[config.mk]
export PLATFORM = sky130hd
export DESIGN_NAME = uart_imem_loader_flat
export DESIGN_NICKNAME = d
export VERILOG_FILES = /design/src/rtl/loader_pkg.sv /design/src/rtl/uart_imem_loader_if.sv /design/src/rtl/loader_word_packer.sv /design/src/rtl/uart_imem_loader.sv /design/src/flat_wrapper.sv
export SDC_FILE = /design/constraint.sdc
export NUM_CORES = 1
export LEC_CHECK = 0
export ABC_AREA = 0
export CAP_MARGIN = 0
export CORE_AREA = 2 2 96 98
export CTS_CLUSTER_DIAMETER = 120
export DETAILED_ROUTE_END_ITERATION = 10
export DIE_AREA = 0 0 98 100
export SLEW_MARGIN = 20
export SYNTH_ARGS = -nofsm -noshare
export SYNTH_HDL_FRONTEND = slang
export SYNTH_SLANG_ARGS = --single-unit
[constraint.sdc]
create_clock -name clk -period 6 [get_ports clk]
set_input_delay 1.8 -clock clk [delete_from_list [all_inputs] [get_ports clk]]
set_output_delay 1.8 -clock clk [all_outputs]
set_load 0.02 [all_outputs]
[src/rtl/loader_pkg.sv]
// loader_pkg: types and defaults shared by the UART instruction-memory loader.
//   state_t          loader FSM states
//   END_MARKER_ALL1  all-ones source for the default end-of-program marker
//   TIMEOUT_CYC_DEF  default inter-byte timeout, derived from clock and bit rate
//   min1_clog2()     counter width helper that never returns 0
package loader_pkg;

    typedef enum logic [1:0] {COLLECT, WRITE, CHECK, DONE} state_t;

    localparam int CLK_HZ   = 50_000_000;
    localparam int BIT_RATE = 9600;

    // About ten bit times at 9600 baud (~52k clocks at 50 MHz): far longer than
    // any legitimate pause between bytes of one word.
    localparam int TIMEOUT_CYC_DEF = (10 * CLK_HZ) / BIT_RATE;

    // Sliced down to W bits by the top to form the default marker.
    localparam logic [63:0] END_MARKER_ALL1 = '1;

    function automatic int min1_clog2(input int n);
        return (n <= 2) ? 1 : $clog2(n);
    endfunction

endpackage

[src/rtl/uart_imem_loader_if.sv]
// uart_imem_loader_if: instruction-memory write port driven by the loader.
//   mem_we     one-cycle write strobe
//   mem_addr   word address (ADDR_W bits)
//   mem_wdata  write data (W bits)
// Modports: master = loader side, slave = memory side.
interface uart_imem_loader_if #(
    parameter int ADDR_W = 10,
    parameter int W      = 32
);
    logic              mem_we;
    logic [ADDR_W-1:0] mem_addr;
    logic [W-1:0]      mem_wdata;

    modport master (output mem_we, output mem_addr, output mem_wdata);
    modport slave  (input  mem_we, input  mem_addr, input  mem_wdata);
endinterface

[src/rtl/loader_word_packer.sv]
// loader_word_packer: assembles UART bytes into memory words.
//   clk, rst     clock, synchronous active-high reset
//   en           accept/advance enable (load enabled and loader not done)
//   rx_valid     byte strobe;  rx_data  received byte
//   rx_break     discards any partial word (wins over rx_valid)
//   word_ready   high in the cycle the final byte of a word is accepted
//   word         assembled word, complete from the cycle after word_ready
// A partial word idle for TIMEOUT_CYC clocks is dropped so the stream resyncs.
module loader_word_packer
    import loader_pkg::*;
#(
    parameter int WORD_BYTES  = 4,
    parameter bit MSB_FIRST   = 1'b0,
    parameter int TIMEOUT_CYC = TIMEOUT_CYC_DEF
) (
    input  logic                    clk,
    input  logic                    rst,
    input  logic                    en,
    input  logic                    rx_valid,
    input  logic [7:0]              rx_data,
    input  logic                    rx_break,
    output logic                    word_ready,
    output logic [8*WORD_BYTES-1:0] word
);
    localparam int CW = min1_clog2(WORD_BYTES);
    localparam int TW = min1_clog2(TIMEOUT_CYC + 1);

    logic [CW-1:0] cnt;
    logic [TW-1:0] tcnt;
    logic          accept;
    int            lane;

    always_comb begin
        accept     = en && rx_valid && !rx_break;
        word_ready = accept && (cnt == CW'(WORD_BYTES - 1));
        lane       = MSB_FIRST ? (WORD_BYTES - 1 - int'(cnt)) : int'(cnt);
    end

    // Stale lanes from an abandoned word are harmless: every lane is rewritten
    // before the next word_ready.
    always_ff @(posedge clk) begin
        if (rst) begin
            cnt  <= '0;
            tcnt <= '0;
            word <= '0;
        end else if (en) begin
            if (rx_break) begin
                cnt  <= '0;
                tcnt <= '0;
            end else if (rx_valid) begin
                word[8*lane +: 8] <= rx_data;
                cnt  <= word_ready ? '0 : cnt + 1'b1;
                tcnt <= '0;
            end else if (cnt != '0) begin
                if (tcnt == TW'(TIMEOUT_CYC - 1)) begin
                    cnt  <= '0;
                    tcnt <= '0;
                end else begin
                    tcnt <= tcnt + 1'b1;
                end
            end
        end
    end

endmodule

[src/rtl/uart_imem_loader.sv]
// uart_imem_loader: boot loader from UART bytes to instruction memory.
//   clk, rst      clock, synchronous active-high reset
//   load_en       1: bytes accepted; 0: bytes ignored, packer frozen
//   rx_valid, rx_data, rx_break   UART receiver interface
//   mbus          memory write port (uart_imem_loader_if.master)
//   write_done    sticky, program loaded (END_COUNT consecutive markers seen)
//   word_count    words written so far (saturates at DEPTH)
//   err_overflow  sticky, a word arrived with memory full
//   csum_ok       only with LOADER_CHECKSUM_EN: trailing checksum word matched
// Build option LOADER_CHECKSUM_EN: keep a sum of non-marker words written and
// take one extra word after the terminating marker as the expected sum.
module uart_imem_loader
    import loader_pkg::*;
#(
    parameter int                    WORD_BYTES  = 4,
    parameter int                    ADDR_W      = 10,
    parameter bit                    MSB_FIRST   = 1'b0,
    parameter logic [8*WORD_BYTES-1:0] END_MARKER = END_MARKER_ALL1[8*WORD_BYTES-1:0],
    parameter int                    END_COUNT   = 2,
    parameter int                    TIMEOUT_CYC = TIMEOUT_CYC_DEF
) (
    input  logic                     clk,
    input  logic                     rst,
    input  logic                     load_en,
    input  logic                     rx_valid,
    input  logic [7:0]               rx_data,
    input  logic                     rx_break,
    uart_imem_loader_if.master       mbus,
    output logic                     write_done,
    output logic [ADDR_W:0]          word_count,
    output logic                     err_overflow
`ifdef LOADER_CHECKSUM_EN
    ,
    output logic                     csum_ok
`endif
);
    localparam int              W     = 8 * WORD_BYTES;
    localparam logic [ADDR_W:0] DEPTH = {1'b1, {ADDR_W{1'b0}}};

    state_t          state, state_nxt;
    logic [ADDR_W:0] addr;
    logic [2:0]      marker_cnt;
    logic            pk_en, word_ready, is_marker, full, last_marker;
    logic [W-1:0]    word;
`ifdef LOADER_CHECKSUM_EN
    logic [W-1:0]    sum;
`endif

    assign pk_en = load_en && (state != DONE);

    loader_word_packer #(
        .WORD_BYTES  (WORD_BYTES),
        .MSB_FIRST   (MSB_FIRST),
        .TIMEOUT_CYC (TIMEOUT_CYC)
    ) u_packer (
        .clk        (clk),
        .rst        (rst),
        .en         (pk_en),
        .rx_valid   (rx_valid),
        .rx_data    (rx_data),
        .rx_break   (rx_break),
        .word_ready (word_ready),
        .word       (word)
    );

    // Only meaningful in WRITE, where the packer register holds the full word.
    assign is_marker   = (word == END_MARKER);
    assign full        = (addr == DEPTH);
    assign last_marker = is_marker && (marker_cnt == 3'(END_COUNT - 1));
    assign word_count  = addr;

    always_ff @(posedge clk) begin
        if (rst) state <= COLLECT;
        else     state <= state_nxt;
    end

    always_comb begin
        state_nxt       = state;
        mbus.mem_we     = 1'b0;
        mbus.mem_addr   = '0;
        mbus.mem_wdata  = '0;
        write_done      = (state == DONE);
        unique case (state)
            COLLECT: if (word_ready) state_nxt = WRITE;
            WRITE: begin
                if (!full) begin
                    mbus.mem_we    = 1'b1;
                    mbus.mem_addr  = addr[ADDR_W-1:0];
                    mbus.mem_wdata = word;
                end
                // A byte accepted during WRITE may itself finish a word
                // (WORD_BYTES == 1), so word_ready is honoured here too.
                if (last_marker) begin
`ifdef LOADER_CHECKSUM_EN
                    state_nxt = word_ready ? DONE : CHECK;
`else
                    state_nxt = DONE;
`endif
                end else begin
                    state_nxt = word_ready ? WRITE : COLLECT;
                end
            end
            CHECK:   if (word_ready) state_nxt = DONE;
            DONE:    state_nxt = DONE;
            default: state_nxt = COLLECT;
        endcase
    end

    always_ff @(posedge clk) begin
        if (rst) begin
            addr         <= '0;
            marker_cnt   <= '0;
            err_overflow <= 1'b0;
`ifdef LOADER_CHECKSUM_EN
            sum          <= '0;
`endif
        end else begin
            if (state == WRITE) begin
                if (full) begin
                    err_overflow <= 1'b1;
                end else begin
                    addr <= addr + 1'b1;
`ifdef LOADER_CHECKSUM_EN
                    if (!is_marker) sum <= sum + word;
`endif
                end
                marker_cnt <= is_marker ? marker_cnt + 3'd1 : 3'd0;
            end
            // BREAK breaks any run of markers as well as the partial word.
            if (pk_en && rx_break) marker_cnt <= '0;
        end
    end

`ifdef LOADER_CHECKSUM_EN
    // The packer is frozen in DONE, so it still holds the checksum word.
    assign csum_ok = (state == DONE) && (word == sum);
`endif

endmodule

[src/flat_wrapper.sv]
// flat-port wrapper written by rule: the top's interface ports become plain ports
module uart_imem_loader_flat import loader_pkg::*;
#(
    parameter int                    WORD_BYTES  = 4,
    parameter int                    ADDR_W      = 10,
    parameter bit                    MSB_FIRST   = 1'b0,
    parameter logic [8*WORD_BYTES-1:0] END_MARKER = END_MARKER_ALL1[8*WORD_BYTES-1:0],
    parameter int                    END_COUNT   = 2,
    parameter int                    TIMEOUT_CYC = TIMEOUT_CYC_DEF
)
  (clk, rst, load_en, rx_valid, rx_data, rx_break, write_done, word_count, err_overflow, mbus_mem_we, mbus_mem_addr, mbus_mem_wdata);
  uart_imem_loader_if #(.ADDR_W(ADDR_W), .W(32)) mbus_i ();
  input  logic clk;
  input  logic rst;
  input  logic load_en;
  input  logic rx_valid;
  input  logic [7:0] rx_data;
  input  logic rx_break;
  output logic write_done;
  output logic [ADDR_W:0] word_count;
  output logic err_overflow;
  output wire logic [$bits(mbus_i.mem_we)-1:0] mbus_mem_we;
  output wire logic [$bits(mbus_i.mem_addr)-1:0] mbus_mem_addr;
  output wire logic [$bits(mbus_i.mem_wdata)-1:0] mbus_mem_wdata;
  assign mbus_mem_we = mbus_i.mem_we;
  assign mbus_mem_addr = mbus_i.mem_addr;
  assign mbus_mem_wdata = mbus_i.mem_wdata;
  uart_imem_loader #(.WORD_BYTES(WORD_BYTES), .ADDR_W(ADDR_W), .MSB_FIRST(MSB_FIRST), .END_MARKER(END_MARKER), .END_COUNT(END_COUNT), .TIMEOUT_CYC(TIMEOUT_CYC)) u_core (.clk(clk), .rst(rst), .load_en(load_en), .rx_valid(rx_valid), .rx_data(rx_data), .rx_break(rx_break), .mbus(mbus_i), .write_done(write_done), .word_count(word_count), .err_overflow(err_overflow));
endmodule
==> reports/qor.txt, run 1 <==
Outcome - finished clean
Post-Synthesis Cells - 405
Most frequent cells after synthesis - dfxtp_1 (67), a21oi_1 (51), and2_1 (45)
Num ports - 69
H-tree depth - 3
Initial core utilization - 0.377
GRT Residual Overflow - 0
Routed WL - 8310 um
GRT Total Usage - 0.177
Worst r2r src - u_core.u_packer.cnt[0]$_SDFFE_PP0P_
Initial DRC count - 187
Slowest-stage cell, CP - clkdlybuf4s50_1
Area contributors post-synth - dfxtp_1 (40%), and2_1 (8.4%), a21oi_1 (7.6%), nand3_1 (6.3%), nand2_1 (4.5%)
Max Cap Viol - 0
Fin. Hold Viols - 0
Cell with the most instances after synthesis - dfxtp_1
DRC viols - 0
CTS tree - yes
Worst Setup SP - u_core.word_count[0]$_SDFFE_PP0P_
Detailed Routing Iterations Pass 1 - 5
Die X - 98 um
Synthesized area per cell - 8.27 sq um
Critical path class - flip-flop to output pin
Clock skew - 0.00764 ns
Relative slew slack - 0.343
Slew @ Worst Pin - 0.983 ns
Worst-case clock buffer depth - 2
Cells resized by post-CTS repair - 0
DR vias/cell - 5.26
Number of synthesized flops with an enable pin - 0
Slack of the critical path - 1.81 ns
Critical Path, Cell by Cell - inv_1 > ha_1 > a41oi_2 > buf_4 > and2_1 > clkdlybuf4s50_1
Pleak - 1.44 nW
Min-delay src - u_core.u_packer.word[1]$_SDFFE_PP0P_
Syn Std Cell Area - 0.00335 sq mm
Initial antenna violation count - 0
Area Overhead vs Synth - 29.2%
CTS root buf - clkbuf_8
Synth area leader - dfxtp_1
Worst Path Arrival - 2.39 ns
Final HPWL DP - 5970 um
Critical path's top delay family - buffers and inverters
Antenna fix cells - 0
RSZ-0062 raised after global routing - false
# nets final - 491
Post-CTS setup buffers - 0
Crit end category - output pin
Worst EP required - 4.20 ns
Pre-CTS setup slack - 2.15 ns
Die Ht - 100 um
Hold buffer count at cts - 0
CORE AREA - 0.00889 sq mm
Post-Route Setup TNS - 0 ns
FF+latch count, synth - 67
First-pass GRT wire length - 14,100 um
CTS buffer count - 9
Clock tree sinks - 67
Most used flip-flop cell after synthesis - dfxtp_1
Top cell type's share of synthesized area - 0.400
Post-synthesis cell type count - 49
Vias in the first global route - 2,803
Die Area - 0.00980 sq mm
Clock latency on the worst-skew pair - 0.34 ns
Max Clock Freq - 239 MHz
Setup Viol. Count Final - 0
Routability congestion estimate - 0.811
Clk slew on worst S/H paths - 0.07 ns
Crit start category - flip-flop
Period utilization - 0.698
Final Slew Violations - 0
Pin count of the biggest net entering global routing - 51
DR WL/cell - 14.3 um
Seq/Total Area, Yosys - 0.400
Pwr dens - 220 mW/mm^2
Async SR Flop Fraction - 0
Layout cells sized above 1 - 0.0593
Worst Path Max Fanout - 38
Min-delay worst type - flip-flop to flip-flop
Post-route ant nets - 0
Yosys warnings - 0
Row count - 35
Crit path buf inv count - 3
Post-layout minimum cycle time - 4.19 ns
IO Port Bufs - 68
Routed via count - 3,069
Syn Nets - 429
Worst VDD drop - 0.000119 V
Crit path largest cell delay - 0.60 ns
## flip-flops by register name, summed over array words and instances, names as in the netlist
name and cells:
u_core.err_overflow 1, u_core.marker_cnt 3, u_core.state 2, u_core.u_packer.cnt 2, u_core.u_packer.tcnt 16, u_core.u_packer.word 32
u_core.word_count 11
## final timing paths
path,to,cells after the start,slack [ns]
max,mbus_mem_wdata[27],6,1.81
min,u_core.u_packer.word[1]$_SDFFE_PP0P_,2,0.46
max reg2reg,u_core.u_packer.tcnt[15]$_SDFFE_PP0P_,6,3.63
min reg2reg,u_core.u_packer.word[1]$_SDFFE_PP0P_,2,0.46
## stage by stage
stage          cells  utilization  cell area, sq um  hold slack [ns]  power, mW
4_1_cts          583        0.487              4330            0.468      0.964
3_5_place_dp     567        0.460              4090            0.459      0.507
6_report         583        0.487              4330            0.464      0.952
3_3_place_gp     567        0.460              4090            0.453      0.507
2_1_floorplan    405            -              3350            0.440      0.489
5_1_grt          583        0.487              4330            0.495      0.991
## layout by cell type (no fill, tap or decap), types with 3 or more instances in the layout
cell and count:
dfxtp_1 67, and4_1 4, and3_1 6, xor2_1 11
or3_1 9, nor4_1 4, ha_1 11, nand4_1 17
clkbuf_8 10, nand3_1 42, nor2_1 16, inv_1 9
nor3_1 3, buf_4 3, o21ai_0 10, nor2b_1 3
and2_1 45, nand2_1 40, a21oi_1 51, bufinv_16 3
nor3b_1 3, clkdlybuf4s50_1 68
## layer usage
metal,share of wire,vias to the layer above,GRT usage
met4,0.013,0,0.0427
met1,0.46,1440,0.236
met3,0.046,11,0.0474
met5,0,-,0
met2,0.48,64,0.288
li1,-,1554,-
## power breakdown
group	switching (mW)	internal, mW
Clock	0.169	0.286
Combinational	0.0298	0.0165
Sequential	0.00294	0.448
Total	0.202	0.750
## worst reg2reg max path: stages, from the launching register on
cell and delay [ns]:
dfxtp_1 0.43, inv_1 0.16, ha_1 0.31, or3b_1 0.44
nand4_2 0.29, or4_1 0.53, a21oi_1 0.14
## cell families (layout without fill, tap and decap cells)
logic type / after synthesis / in the layout / synth area share
AOI/OAI and AO/OA: 72 / 72 / 0.121
xor gates and xnor gates: 13 / 13 / 0.0340
adders and majority gates: 11 / 11 / 0.0411
buffers and inverters: 29 / 96 / 0.0437
DFF: 67 / 67 / 0.400
muxes: 1 / 1 / 0.00299
and+or+nand+nor: 212 / 212 / 0.357
## cell type report
| cell class | count | area (sq um) |
|---|---|---|
| sequential | 67 | 1340 |
| inverter | 9 | 33.8 |
| fill | 885 | 4560 |
| clock inverter | 5 | 100 |
| multi-input combinational | 309 | 1870 |
| tap | 111 | 139 |
| timing repair buffer | 71 | 703 |
| clock buffer | 11 | 141 |
Power figures use the tool's default switching activity.
==> run 2: changes to the inputs <==
Clock period 6 ns to 4.2 ns, I/O delays scaled along.
==> run 2 against run 1 <==
Against the previous run:
- sequential power up 43%
- critical path type unchanged
- critical endpoint is now mbus_mem_wdata[25]
- clock power up 14%
- largest power group is now sequential cells
- via count down 1.2%
- first-iteration DRC count down 30%
==> reports/qor.txt, run 2 (same netlist as run 1, synthesis figures left out) <==
Routed via count - 3,032
Antenna fix cells - 0
DR WL/cell - 14.0 um
Leading cell type in the layout, fill and taps excluded - clkdlybuf4s50_1
Switching share of power - 0.237
Clock latency on the worst-skew pair - 0.34 ns
Clock power share - 0.421
Post-CTS setup buffers - 0
Row count - 35
Final Power - 1.23 mW
CORE AREA - 0.00889 sq mm
Final HPWL DP - 5920 um
IO Port Bufs - 68
Worst EP required - 2.94 ns
Cells resized by post-CTS repair - 0
Outcome - finished clean
Worst-case clock buffer depth - 2
CTS tree - yes
Num ports - 69
Max Clock Freq - 275 MHz
Final Slew Violations - 0
Internal - 0.936 mW
First-pass GRT wire length - 13,400 um
Relative slew slack - 0.386
DR vias/cell - 5.20
Worst Path Max Fanout - 37
Commonest cells after routing, fill and taps aside - clkdlybuf4s50_1 (68), dfxtp_1 (67), a21oi_1 (51), and2_1 (45), nand3_1 (42)
Crit end category - output pin
Min-delay worst type - flip-flop to flip-flop
Period utilization - 0.865
Clock skew - 0.0108 ns
Largest Register - u_core.u_packer.word
Post-layout minimum cycle time - 3.63 ns
CTS buffer count - 9
Pleak - 1.42 nW
H-tree depth - 3
Pwr dens - 287 mW/mm^2
WHS - 0.466 ns
# nets final - 491
Die X - 98 um
Routed WL - 8180 um
Layout cells sized above 1 - 0.0572
Crit start category - flip-flop
Combinational power share - 0.054
Hold buffer count at cts - 0
Clk slew on worst S/H paths - 0.08 ns
Pin count of the biggest net entering global routing - 50
Vias in the first global route - 2,667
Seq pwr share - 0.525
Routability congestion estimate - 0.824
Critical path class - flip-flop to output pin
Slew @ Worst Pin - 0.920 ns
Max Cap Viol - 0
CTS root buf - clkbuf_8
Worst Path Arrival - 2.37 ns
Initial core utilization - 0.377
Worst VDD drop - 0.000140 V
Clock tree sinks - 67
Setup Viol. Count Final - 0
GRT Total Usage - 0.170
Die Ht - 100 um
DRC viols - 0
Detailed Routing Iterations Pass 1 - 5
Post-Route Setup TNS - 0 ns
Fin. Hold Viols - 0
Post-route ant nets - 0
Initial DRC count - 131
Number of flip-flops in the largest register - 32
RSZ-0062 raised after global routing - false
Initial antenna violation count - 0
Die Area - 0.00980 sq mm
Area Overhead vs Synth - 27.5%
GRT Residual Overflow - 0
Switch Pwr - 0.291 mW
[run 2: worst paths after layout]
path	slack [ns]	startpoint	cells past startpoint	end
worst max register to register	1.81	u_core.u_packer.cnt[0]$_SDFFE_PP0P_	6	u_core.u_packer.tcnt[15]$_SDFFE_PP0P_
worst max-delay path	0.57	u_core.word_count[2]$_SDFFE_PP0P_	5	mbus_mem_wdata[25]
worst min register to register	0.47	u_core.u_packer.word[18]$_SDFFE_PP0P_	2	u_core.u_packer.word[18]$_SDFFE_PP0P_
worst min-delay path	0.47	u_core.u_packer.word[18]$_SDFFE_PP0P_	2	u_core.u_packer.word[18]$_SDFFE_PP0P_
[run 2: layer usage]
layer,part of all wire,vias to the layer above,GRT usage
met5,0,-,0
met4,0.012,0,0.0652
met3,0.045,10,0.0313
met2,0.47,77,0.266
met1,0.47,1388,0.235
li1,-,1557,-
[run 2: layout make-up]
class / instances / area, sq um
inverters: 9 / 33.8
repair buffers: 71 / 703
clock buffers: 11 / 131
well taps: 111 / 139
multi-input cells: 309 / 1870
fillers: 911 / 4620
flip-flops and latches: 67 / 1340
clock inverters: 5 / 53.8
[run 2: worst max-delay path: stages (launching register included)]
cell             delay [ns]
dfxtp_1                0.38
nor4_1                 0.48
a41oi_2                0.18
buf_4                  0.25
and2_1                 0.19
clkdlybuf4s50_1        0.54
[run 2: power groups by stage]
stage / Clock, mW / Combinational, mW / Sequential, mW
global route: 0.554 / 0.0726 / 0.645
detailed placement: 0 / 0.0657 / 0.659
floorplan: 0 / 0.0410 / 0.657
global placement: 0 / 0.0656 / 0.658
finish: 0.517 / 0.0658 / 0.644
CTS: 0.525 / 0.0660 / 0.644
[run 2: per-stage QoR]
step,area [sq um],worst slack [ns],cells,utilization
after floorplan,3350,1.29,405,-
after global placement,4090,0.931,567,0.460
after detailed placement,4090,0.897,567,0.460
after CTS,4270,0.519,583,0.481
after global routing,4270,0.397,583,0.481
final,4270,0.566,583,0.481
==> RTL change 1 (config.mk and constraints of run 2) <==
`ADDR_W` is set to 10 in 3 places; all go to 11.
--- a/src/rtl/uart_imem_loader_if.sv
+++ b/src/rtl/uart_imem_loader_if.sv
@@ -4,7 +4,7 @@
 //   mem_wdata  write data (W bits)
 // Modports: master = loader side, slave = memory side.
 interface uart_imem_loader_if #(
-    parameter int ADDR_W = 10,
+    parameter int ADDR_W = 11,
     parameter int W      = 32
 );
     logic              mem_we;
--- a/src/rtl/uart_imem_loader.sv
+++ b/src/rtl/uart_imem_loader.sv
@@ -13,7 +13,7 @@
     import loader_pkg::*;
 #(
     parameter int                    WORD_BYTES  = 4,
-    parameter int                    ADDR_W      = 10,
+    parameter int                    ADDR_W      = 11,
     parameter bit                    MSB_FIRST   = 1'b0,
     parameter logic [8*WORD_BYTES-1:0] END_MARKER = END_MARKER_ALL1[8*WORD_BYTES-1:0],
     parameter int                    END_COUNT   = 2,
--- a/src/flat_wrapper.sv
+++ b/src/flat_wrapper.sv
@@ -2,7 +2,7 @@
 module uart_imem_loader_flat import loader_pkg::*;
 #(
     parameter int                    WORD_BYTES  = 4,
-    parameter int                    ADDR_W      = 10,
+    parameter int                    ADDR_W      = 11,
     parameter bit                    MSB_FIRST   = 1'b0,
     parameter logic [8*WORD_BYTES-1:0] END_MARKER = END_MARKER_ALL1[8*WORD_BYTES-1:0],
     parameter int                    END_COUNT   = 2,
Interface: changed (resized mbus_mem_addr and word_count); port bits go from 69 to 71. No check against the original RTL was run, so the function may have changed too.
==> RTL change 1 against run 2 <==
Total power is 2.6% lower. Area after synthesis is 1.8% higher. Cell area is 2.3% higher. Die area stayed put. Largest power group unchanged. Clock skew is 0.0037 ns lower. Worst setup slack worse by 0.15 ns. Routed wire length is 8.8% higher. Sequential cell count is 1 higher.
==> RTL change 1: results (changes against run 2) <==
stage;metric;value;unit;change
global_route;Total GRT Usage;0.184;;was 0.170
yosys;Synth Area in Compound Gates;0.118;;was 0.121
drt;met3 WL;459;um;was 371 um
placed_design;DP Area;4200;um^2;was 4090 um^2
drt;routed metal-1 wirelength;4.22;mm;was 3.85 mm
global_route;largest net degree at the start of global routing;41;;was 50
placed_design;number of I/O port buffers;70;;was 68
global_route;first-pass GRT wire length;14.6;mm;was 13.4 mm
outcome;status;finished, final reports clean;;unchanged
drt;Via density;5.39;;was 5.20
yosys;Synth cell types;45;;was 49
final_layout;share of layout cells above drive strength 1;0.0559;;was 0.0572
critical_path;Critical Path Source;u_core.word_count[0]$_SDFFE_PP0P_;;was u_core.word_count[2]$_SDFFE_PP0P_
yosys;syn_nets;438;;was 429
final_layout;most flop-heavy register;u_core.u_packer.word;;unchanged
pwr;worst vdd ir;0.000152;V;was 0.000140 V
placed_design;GP Congestion;0.803;;was 0.824
drt;drt pass-1 iters;4;;was 5
yosys;synthesized-area fraction occupied by adder cells;0.0404;;was 0.0411
sta;Relative slew margins;0.335;;was 0.386
critical_path;worst-path maximum fanout;39;;was 37
yosys;multiplexer share of the synthesized area;0.00624;;was 0.00299
yosys;Seq/Total Area, Yosys;0.399;;was 0.400
placed_design;post-DP HPWL;6.26;mm;was 5.92 mm
critical_path;reg2reg start;u_core.u_packer.cnt[0]$_SDFFE_PP0P_;;unchanged
final_layout;Final #Nets;503;;was 491
placed_design;setup slack at placement;0.793;ns;was 0.897 ns
drt;DRT iter0 DRCs;141;;was 131
drt;met2 WL;4.07;mm;was 3.86 mm
clock_network;Num CTS Buffers;9;;unchanged
sta;Final Skew;0.00706;ns;was 0.0108 ns
yosys;commonest cells in the netlist;dfxtp_1 (68), a21oi_1 (49), and2_1 (47);;was dfxtp_1 (67), a21oi_1 (51), and2_1 (45)
hold_path;hold path startpoint;u_core.u_packer.word[6]$_SDFFE_PP0P_;;was u_core.u_packer.word[18]$_SDFFE_PP0P_
sta;Final min period;3.79;ns;was 3.63 ns
RTL change 1: cell count changes in the layout (fill, tap and decap cells not counted), sizes merged, moves of 3 or more:
cell,change
nor2,+5
o21ai,-5
o31ai,+3
or3,-6
or4,+4
xnor2,+4
RTL change 1: cells by family after synthesis:
family,count (synthesis)
and+or+nand+nor,220
AOI/OAI and AO/OA,68
DFF,68
buffers and inverters,29
xor gates and xnor gates,16
adders and majority gates,11
muxes,2
RTL change 1: final timing paths:
check | to | cells past startpoint
min | u_core.u_packer.word[6]$_SDFFE_PP0P_ | 2
min reg2reg | u_core.u_packer.word[6]$_SDFFE_PP0P_ | 2
max | mbus_mem_wdata[9] | 7
max reg2reg | u_core.u_packer.tcnt[15]$_SDFFE_PP0P_ | 6
RTL change 1: area by class of cell:
cell class                      instances  area (um^2)
Multi-Input combinational cell        317         1940
Inverter                                9         33.8
Clock buffer                           13          159
Clock inverter                          2         10.0
Tap cell                              111          139
Timing Repair Buffer                   74          726
Fill cell                             878         4520
Sequential cell                        68         1360
RTL change 1: layer usage:
metal / vias up / track usage
met4: 0 / 0.0769
li1: 1597 / -
met1: 1485 / 0.243
met5: - / 0
met2: 105 / 0.298
met3: 13 / 0.0320
RTL change 1: through the flow:
| stage | utilization | hold WS (ns) | total power [uW] | std cells |
|---|---|---|---|---|
| floorplan | - | 0.440 | 702 | 414 |
| global placement | 0.472 | 0.455 | 729 | 579 |
| detailed placement | 0.472 | 0.459 | 729 | 579 |
| CTS | 0.491 | 0.470 | 1200 | 594 |
| global route | 0.491 | 0.492 | 1240 | 594 |
| finish | 0.491 | 0.469 | 1190 | 594 |
RTL change 1: power by group:
part           internal [uW]  switching (uW)  total [uW]
sequential               649            4.56         654
clock                    242             238         479
combinational           21.9            39.2        61.2
total                    913             281        1190
RTL change 1: critical path, stage by stage (launching register included):
cell and delay (ns):
dfxtp_1 0.46, inv_1 0.07, ha_1 0.20, nor4b_1 0.16, a31oi_2 0.14, buf_4 0.35
and2_1 0.20, clkdlybuf4s50_1 0.60
==> RTL change 2 (settings of run 2) <==
Made on the original files. Re-encode `state_t` (4 states) as one-hot, 4 bits wide.
--- a/src/rtl/loader_pkg.sv
+++ b/src/rtl/loader_pkg.sv
@@ -5,7 +5,7 @@
 //   min1_clog2()     counter width helper that never returns 0
 package loader_pkg;
 
-    typedef enum logic [1:0] {COLLECT, WRITE, CHECK, DONE} state_t;
+    typedef enum logic [3:0] {COLLECT = 4'b0001, WRITE = 4'b0010, CHECK = 4'b0100, DONE = 4'b1000} state_t;
 
     localparam int CLK_HZ   = 50_000_000;
     localparam int BIT_RATE = 9600;
Check against the original RTL: no difference found for any inputs over 4 cycles, from zero or initial values and one cycle with rst high; so few cycles prove little.
==> RTL change 2 against run 2 <==
Hold slack better by 0.0035 ns. Worst setup slack worse by 0.20 ns. Sequential cell count is 1 higher. Largest cell class unchanged. Cell area is 6.1% higher. Critical path depth stayed put. Area after synthesis is 9.1% higher. Routed wire length is 17% higher. Clock skew is 0.00072 ns lower. Total power is 5.0% lower.
==> RTL change 2: results (changes against run 2) <==
stage;metric;value;unit;change
global_route;vias in the first global route;3194;;was 2667
final_layout;FILL cells;855;;was 911
critical_path;worst endpoint data arrival time;2.58;ns;was 2.37 ns
yosys;Synth cell types;53;;was 49
drt;DRT iter0 DRCs;136;;was 131
critical_path;worst r2r dst;u_core.u_packer.word[8]$_SDFFE_PP0P_;;was u_core.u_packer.tcnt[15]$_SDFFE_PP0P_
yosys;top cells by area, synth;dfxtp_1 (37%), and2_1 (7.5%), nand2_1 (5.4%), nand3_1 (5.2%), a21oi_1 (4.8%);;was dfxtp_1 (40%), and2_1 (8.4%), a21oi_1 (7.6%), nand3_1 (6.3%), nand2_1 (4.5%)
yosys;synthesized-area fraction occupied by adder cells;0.0376;;was 0.0411
yosys;syn_nets;465;;was 429
critical_path;R2R cell count;5;;was 6
hold_path;hold path startpoint;u_core.u_packer.word[5]$_SDFFE_PP0P_;;was u_core.u_packer.word[18]$_SDFFE_PP0P_
global_route;Total GRT Usage;0.197;;was 0.170
yosys;Synth Area in XOR/XNOR;0.0144;;was 0.0340
drt;via count;3417;;was 3032
critical_path;worst-path maximum fanout;40;;was 37
placed_design;GP Congestion;0.850;;was 0.824
hold_path;Hold Path Sink;u_core.u_packer.word[5]$_SDFFE_PP0P_;;was u_core.u_packer.word[18]$_SDFFE_PP0P_
outcome;status;finished, final reports clean;;unchanged
critical_path;worst setup path endpoint;mbus_mem_wdata[31];;was mbus_mem_wdata[25]
global_route;largest net degree at the start of global routing;46;;was 50
yosys;Synth Area in Compound Gates;0.146;;was 0.121
sta;Relative slew margins;0.301;;was 0.386
sta;Final Skew;0.0101;ns;was 0.0108 ns
critical_path;Critical Path Source;u_core.state[1]$_SDFFE_PP0P_;;was u_core.word_count[2]$_SDFFE_PP0P_
yosys;multiplexer share of the synthesized area;0.00821;;was 0.00299
global_route;first-pass GRT wire length;15.9;mm;was 13.4 mm
pwr;power share of the clock group;0.390;;was 0.421
drt;drt pass-1 iters;4;;was 5
critical_path;r2r setup slk;1.86;ns;was 1.81 ns
pwr;worst vdd ir;0.000123;V;was 0.000140 V
## RTL change 2: cell types whose count changed in the layout (fill, tap and decap cells not counted), moves of 6 or more
| cell | before | now |
|---|---|---|
| a211oi_2 | 0 | 6 |
| a21oi_1 | 51 | 35 |
| a31oi_1 | 1 | 7 |
| nand2_1 | 40 | 53 |
| nand3b_1 | 2 | 10 |
| xor2_1 | 11 | 5 |
## RTL change 2: metal layers
| metal | wire length, um | GRT usage | up-vias |
|---|---|---|---|
| li1 | - | - | 1713 |
| met1 | 4630 | 0.269 | 1617 |
| met2 | 4440 | 0.311 | 74 |
| met3 | 317 | 0.0341 | 13 |
| met4 | 164 | 0.0759 | 0 |
| met5 | 0 | 0 | - |
## RTL change 2: worst min-delay path: stages, from the launching register on
cell     delay (ns)
dfxtp_1        0.32
nand2_1        0.05
a21oi_1        0.05
## RTL change 2: through the flow
step	cell area (um^2)	std cells	setup slack, ns	util
5_1_grt	4540	613	0.201	0.510
3_3_place_gp	4370	598	0.754	0.492
4_1_cts	4530	613	0.333	0.510
6_report	4540	613	0.363	0.510
3_5_place_dp	4370	598	0.714	0.492
2_1_floorplan	3660	441	1.37	-
## RTL change 2: logic make-up (layout without fill, tap and decap cells)
logic type / Yosys count / in the layout
buffers and inverters: 37 / 98
AO/OA/AOI/OAI: 82 / 82
AND/OR/NAND/NOR: 234 / 234
multiplexers: 3 / 3
flip-flops: 68 / 68
XOR/XNOR: 6 / 6
adder cells (fa/ha/maj): 11 / 11
## RTL change 2: final cells by class
type	count	area share
timing repair buffer	72	0.156
multi-input combinational	336	0.470
tap	111	0.0306
clock buffer	10	0.0281
sequential	68	0.300
inverter	11	0.00910
clock inverter	5	0.00662
